**src/rtl/ser_word_arbiter.sv**
```systemverilog
// Round-robin arbiter sharing one 32-to-8 byte serializer among NUM_REQ word requesters.
// Optional `SER_WORD_CNT_EN adds a saturating 16-bit launch counter output word_cnt.
module ser_word_arbiter #(
    parameter int unsigned NUM_REQ = 4,
    parameter int unsigned ID_W    = 2
) (
    input  logic                    div_8_clk,
    input  logic                    rst,
    input  logic                    enable,
    input  logic [NUM_REQ-1:0]      req_valid,
    input  logic [32*NUM_REQ-1:0]   req_data,
    output logic [NUM_REQ-1:0]      req_ready,
    output logic                    tx_out,
    output logic [31:0]             ser_word,
    output logic                    byte_valid,
    output logic [1:0]              byte_idx,
    output logic [ID_W-1:0]         byte_src,
    output logic                    busy
`ifdef SER_WORD_CNT_EN
    ,
    output logic [15:0]             word_cnt
`endif
);

    typedef enum logic [1:0] {StIdle, StLaunch, StShift} state_e;

    localparam logic [ID_W:0]   NumReqW = (ID_W + 1)'(NUM_REQ);
    localparam logic [ID_W-1:0] LastReq = ID_W'(NUM_REQ - 1);

    state_e          state_q;
    logic [ID_W-1:0] rr_ptr_q;
    logic [ID_W-1:0] grant_idx;
    logic [ID_W:0]   cand;
    logic            found;
    logic            arb;

    // First valid requester at or after rr_ptr, wrapping at NUM_REQ.
    always_comb begin
        grant_idx = '0;
        found     = 1'b0;
        cand      = '0;
        for (int k = 0; k < NUM_REQ; k++) begin
            cand = {1'b0, rr_ptr_q} + (ID_W + 1)'(k);
            if (cand >= NumReqW) begin
                cand = cand - NumReqW;
            end
            if (!found && req_valid[cand[ID_W-1:0]]) begin
                found     = 1'b1;
                grant_idx = cand[ID_W-1:0];
            end
        end
    end

    assign arb = !rst && enable && found &&
                 (state_q == StIdle || (state_q == StShift && byte_idx == 2'd3));

    always_comb begin
        req_ready = '0;
        if (arb) begin
            req_ready[grant_idx] = 1'b1;
        end
    end

    assign busy = (state_q != StIdle);

    always_ff @(posedge div_8_clk or posedge rst) begin
        if (rst) begin
            state_q    <= StIdle;
            rr_ptr_q   <= '0;
            tx_out     <= 1'b0;
            ser_word   <= '0;
            byte_valid <= 1'b0;
            byte_idx   <= '0;
            byte_src   <= '0;
        end else begin
            if (arb) begin
                ser_word   <= req_data[32*grant_idx +: 32];
                byte_src   <= grant_idx;
                rr_ptr_q   <= (grant_idx == LastReq) ? '0 : grant_idx + 1'b1;
                state_q    <= StLaunch;
                tx_out     <= 1'b1;
                byte_valid <= 1'b0;
                byte_idx   <= '0;
            end else begin
                unique case (state_q)
                    StIdle: begin
                        tx_out     <= 1'b0;
                        byte_valid <= 1'b0;
                    end
                    StLaunch: begin
                        tx_out     <= 1'b0;
                        byte_valid <= 1'b1;
                        byte_idx   <= '0;
                        state_q    <= StShift;
                    end
                    StShift: begin
                        if (byte_idx == 2'd3) begin
                            byte_valid <= 1'b0;
                            byte_idx   <= '0;
                            state_q    <= StIdle;
                        end else begin
                            byte_idx <= byte_idx + 2'd1;
                        end
                    end
                    default: state_q <= StIdle;
                endcase
            end
        end
    end

`ifdef SER_WORD_CNT_EN
    always_ff @(posedge div_8_clk or posedge rst) begin
        if (rst) begin
            word_cnt <= '0;
        end else if (tx_out && word_cnt != 16'hFFFF) begin
            word_cnt <= word_cnt + 16'd1;
        end
    end
`endif

endmodule
```
**config.mk**
```make
export PLATFORM = sky130hd
export DESIGN_NAME = ser_word_arbiter
export DESIGN_NICKNAME = d
export VERILOG_FILES = /design/src/rtl/ser_word_arbiter.sv
export SDC_FILE = /design/constraint.sdc
export NUM_CORES = 1
export LEC_CHECK = 0
export BUFFER_PORTS_ARGS = -buffer_cell sky130_fd_sc_hd__buf_2
export CAP_MARGIN = 5
export CORE_UTILIZATION = 46
export CTS_CLUSTER_SIZE = 10
export DETAILED_ROUTE_END_ITERATION = 7
export PLACE_DENSITY_LB_ADDON = 0.05
export SLEW_MARGIN = 25
export SYNTH_ARGS = -nofsm -noshare
export SYNTH_HDL_FRONTEND = slang
export SYNTH_SLANG_ARGS = --single-unit
export TNS_END_PERCENT = 10
```
**constraint.sdc**
```tcl
create_clock -name div_8_clk -period 2.9 [get_ports div_8_clk]
set_input_delay 0.58 -clock div_8_clk [delete_from_list [all_inputs] [get_ports div_8_clk]]
set_output_delay 0.58 -clock div_8_clk [all_outputs]
set_load 0.005 [all_outputs]
```
**After elaboration in Yosys (flattened, before gate mapping)**

Cells that the tools add are included.

- Eq/ne operators: 6
- $add $sub $neg: 9
- Order comparisons: 10
- Reductions and logical operators: 21
- Shift-type cells: 1
- Muxes and demuxes: 35

Operators by type and width:

| kind | count |
|---|---|
| indexed part select 128 x 8 -> 32 bit | 1 |
| two-way mux 2 bit | 13 |
| less-than comparator 2 x 3 -> 1 bit, second input constant | 5 |
| two-way mux 1 bit | 13 |
| greater-or-equal comparator 3 bit, second input constant | 3 |
| binary-select mux 1 bit (select 2 bit) | 4 |
| logical AND 1 bit | 8 |
| subtractor 2 x 1 -> 2 bit, second input constant | 4 |
| adder 2 x 2 -> 3 bit, second input constant | 2 |
| equality test 2 bit, second input constant | 3 |
| case mux 2 bit (3 select lines) | 1 |
| adder 2 x 1 -> 2 bit, second input constant | 2 |
| zero test 1 bit | 4 |
| two-way mux 4 bit | 1 |
| case mux 2 bit (2 select lines) | 1 |
| AND reduction 2 bit | 2 |
| nonzero test 2 bit | 2 |
| nonzero test 4 bit | 1 |
| adder 2 x 1 -> 3 bit, second input constant | 1 |
| greater-or-equal comparator 2 x 3 -> 1 bit, second input constant | 1 |
| inequality test 3 x 2 -> 1 bit, second input constant | 1 |
| case mux 1 bit (3 select lines) | 1 |
| nonzero test 3 bit | 1 |
| demux 1 bit (select 2 bit) | 1 |
| other kinds (6) | 6 |

- Flip-flop bits (word level): 42
- Input bits: 135
- Output and inout bits: 43

**Longest topological paths before layout**

- Depth after elaboration: 19
- Depth in mapped cells: 9
- Gate-level depth less buffers: 7

**Worst setup path before layout**

No wires, ideal clock.

- Path type: input to output
- Start point: input req_valid[0]
- End point: output req_ready[0]
- Arrival time: 1.752 ns
- Data required time: 2.320 ns
- Setup slack: 0.568 ns
- Stages on the path: 9
- Cell sequence: a21o_1 > a21oi_1 > o22a_1 > buf_6 > buf_12 > buf_12 > inv_1 > ha_1 > and3_1

- Word-level cells in the longest chain between the ends: 17

Ends and longest elaborated chain:

| what | RTL line | source |
|---|---|---|
| from (decl) | 10 | `input logic [NUM_REQ-1:0] req_valid,` |
| binary-select mux 1 bit (select 2 bit) | 47 | `if (!found && req_valid[cand[ID_W-1:0]]) begin` |
| two-way mux 1 bit (not written as such) | 47 |  |
| two-way mux 1 bit | 47 |  |
| zero test 1 bit | 47 |  |
| logical AND 1 bit | 47 |  |
| two-way mux 1 bit | 47 |  |
| zero test 1 bit | 47 |  |
| logical AND 1 bit | 47 |  |
| [2 not listed] | -- |  |
| logical AND 1 bit | 47 |  |
| two-way mux 2 bit * | 47 |  |
| named net grant_idx[1] | 32 | `logic [ID_W-1:0] grant_idx;` |
| less-than comparator 2 x 3 -> 1 bit (not written as such) or greater-or-equal comparator 2 x 1 -> 1 bit (tied branches) | 60 | `req_ready[grant_idx] = 1'b1;` |
| logical AND 1 bit (not written as such) | 60 |  |
| two-way mux 1 bit (not written as such) | 60 |  |
| demux 1 bit (select 2 bit) * | 60 |  |
| two-way mux 4 bit * | 59 | `if (arb) begin` |
| to (decl) | 12 | `output logic [NUM_REQ-1:0] req_ready,` |

Mark *: on every way through the listed nets, which the timed path passes. The rest lies on a longest branch. The select of a mux whose other input is x is not followed.

**Worst setup path in the final report**

- Start point: input req_valid[2]
- End point: output req_ready[3]

The elaborated chain is that of the path after synthesis.

==> impl_metrics.tcl <==
set metrics [dict create \
    hp-class "register to register" \
    post-cts-setup-buffers 0 \
    post_cts_resize_count 0 \
    ctsHoldBuffers 0 \
    grt_pass1_vias 2242 \
    peakVddDrop_uv 300.5 \
    p_seq_frac 0.382 \
    synthesis.nets 385 \
    clockPowerShare 0.134 \
    status "finished clean" \
    setup_viol 0 \
    drive_gt1_frac 0.4758 \
    endpoint_kind "output port" \
    ys_types 33 \
    cts_tree "built" \
    swShare 0.3735 \
    yosysTopAreaCellShare 0.3955 \
    synth_largest_area_cell "dfrtp_1" \
    portBuffers 177 \
    crit_family "compound AO/OA/AOI/OAI gates" \
    cts_sinks 42 \
    cellPowerDensity_nw_per_um2 747.0 \
    synth_area_um2 2658 \
    postRouteAntennaNets 0 \
    area_growth_pct 33.57 \
    grt_max_degree 43 \
    start_util 0.4797 \
    fin_skew_ns 0.01077 \
    stdcell_count 486 \
    cap_violations 0 \
    whs_ns 0.4745 \
    first_pass_iters 6 \
    layout.nets 554 \
    totalWireLength_um 6596 \
    fmax_ghz 0.4225 \
    grt_usage 0.2135 \
    intPower_mw 1.661 \
    multi_input_area_um2 1381 \
    critPathKind "input pin to output port" \
    place_inst 479 \
    yosysMostFrequentCell "mux2i_1" \
    dp_hpwl_um 4968 \
    ys_seq_elements 42 \
    slowest_stage "a211o_2" \
    worstMarginPinSlew_ns 0.8631 \
    ios 178 \
    die-area_um2 6086 \
    async_reset_ff_frac 1.000 \
    gp_congestion 0.7460 \
    hold_viol 0 \
    nFillCells 484 \
    antenna_cells 0 \
    startpoint_type "input pin" \
    finalCriticalPeriod_ns 2.367 \
    combPwrFrac 0.484 \
    detail_route.wl_per_cell_um 13.57 \
    avgSynthCellArea_um2 10.85 \
    crit_required_ns 2.32 \
    cts_inserted_buffers 5 \
    crit_chain "buf_2, inv_1, o22ai_1, a211o_2, inv_2, ha_1, and3_1, buf_2" \
    die_h_um 78.01 \
    grt_pass1_wl_um 10210 \
    finalCritPeriodShare 0.8162 \
    ys.flop_type "dfrtp_1" \
    ys_seq_area_frac 0.3955 \
    slew_viol_final 0 \
    fin_ws_ns 0.5330 \
    rsz0062_at_grt "no" \
    synth_cells 245 \
    seqCellArea_um2 1051 \
    htreeDepth 2 \
    vias 2484 \
    critical_path.max_stage_delay_ns 0.38 \
    rows 27 \
    gr-total-overflow 0 \
    synth_area_leaders "dfrtp_1, mux2i_1, o221ai_1" \
    synth_edf_count 0 \
    cp_num_buf_inv 4 \
    drc 0 \
    clk_pin_slew_ns 0.07 \
    setup_tns_ns 0 \
    pre_cts_ws_ns 0.5318 \
    utilization 0.6407 \
    synthTopCellsByCount "mux2i_1, dfrtp_1, nand2_1" \
    die_w_um 78.01 \
    switchingPower_mw 0.9902 \
    cts_buffer_depth 2 \
    path_max_fanout 4 \
    p_leak_nw 2.000 \
    cts_root_buffer "clkbuf_8" \
    antenna_found_initial 0 \
    vias_per_cell 5.111 \
    core_um2 5540 \
    cpMostUsedCell "buf_2" \
    ys_warn_count 0 \
    drtIter0Drc 96 \
    clkLatencyLatePin_ns 0.29 \
    slew_headroom 0.4238 \
    critical_path_arrival_ns 1.79 \
]
[final timing paths]
| check | depth (start not counted) | start | slack, ns | endpoint |
|---|---|---|---|---|
| setup / recovery | 8 | req_valid[2] | 0.53 | req_ready[3] |
| hold / removal | 2 | byte_src[0] | 0.47 | byte_src[0] |
| setup reg to reg | 7 | byte_idx[0] | 0.72 | ser_word[4] |
| hold reg to reg | 2 | byte_src[0] | 0.47 | byte_src[0] |
| max in group asynchronous | 2 | rst | 1.85 | ser_word[2] |
| min in group asynchronous | 2 | rst | 0.48 | byte_valid |
[cells by family (layout without fill, tap and decap cells)]
kind of cell | Yosys count | count (layout) | share of synthesized area
AO/OA/AOI/OAI | 47 | 47 | 0.1492
AND/OR/NAND/NOR | 57 | 57 | 0.09463
flip-flops | 42 | 42 | 0.3955
multiplexers | 66 | 66 | 0.2491
buffers and inverters | 28 | 197 | 0.08804
adder cells (fa/ha/maj) | 5 | 5 | 0.02354
[cell type report]
type | instances | area share
Tap cell | 72 | 0.02538
Multi-Input combinational cell | 175 | 0.3891
Sequential cell | 42 | 0.2961
Inverter | 9 | 0.009870
Clock buffer | 7 | 0.02150
Timing Repair Buffer | 181 | 0.2580
[metal layers]
metal  track usage  wire length, um  vias up
met2        0.3566             3198      120
met5             0                0        -
met3       0.04884              463       13
li1              -                -     1240
met4       0.08148              171        0
met1        0.2693             2763     1111
[cell usage in the layout, fill, tap and decap left out]
| master | count |
|---|---|
| nor2_1 | 3 |
| o21ai_1 | 1 |
| buf_4 | 4 |
| buf_2 | 177 |
| mux2_2 | 1 |
| nand2_2 | 2 |
| nand2_4 | 1 |
| a311oi_4 | 1 |
| o21ai_0 | 1 |
| a211oi_1 | 1 |
| or2b_1 | 1 |
| clkbuf_8 | 5 |
| a211o_2 | 1 |
| nand3_1 | 1 |
| a21o_1 | 2 |
| ha_1 | 5 |
| nand2_1 | 41 |
| o22a_4 | 1 |
| nand2b_1 | 2 |
| o22ai_1 | 1 |
| inv_1 | 6 |
| a21oi_1 | 5 |
| or2_2 | 1 |
| clkinv_2 | 1 |
| o221ai_1 | 32 |
| inv_2 | 2 |
| mux2i_1 | 65 |
| clkbuf_1 | 2 |
| a21boi_1 | 1 |
| nor2b_1 | 1 |
| dfrtp_1 | 42 |
| and3_1 | 4 |
[state kept, by name (all words and copies together) (netlist names)]
signal / count
byte_idx: 2
rr_ptr_q: 2
tx_out: 1
state_q: 2
byte_src: 2
byte_valid: 1
ser_word: 32
[per-stage QoR]
stage | power [mW] | cell area [um2]
finish | 2.652 | 3550
global placement | 2.291 | 3473
floorplan | 1.933 | 2658
global route | 2.864 | 3550
detailed placement | 2.326 | 3473
CTS | 2.681 | 3550
[power groups by stage]
stage	sequential (mW)	combinational (mW)	clock, mW
after floorplan	1.02	0.915	0
after global placement	1.01	1.28	0
after detailed placement	1.01	1.31	0
after CTS	1.01	1.31	0.363
after global routing	1.05	1.43	0.384
final	1.01	1.28	0.355
[tightest hold or removal path: cells and delay by family (launching register included)]
family,cells,cell delay [ns]
flip-flops,1,0.34
AND/OR/NAND/NOR,2,0.10
Note: power is estimated with default switching activity, not from simulation.
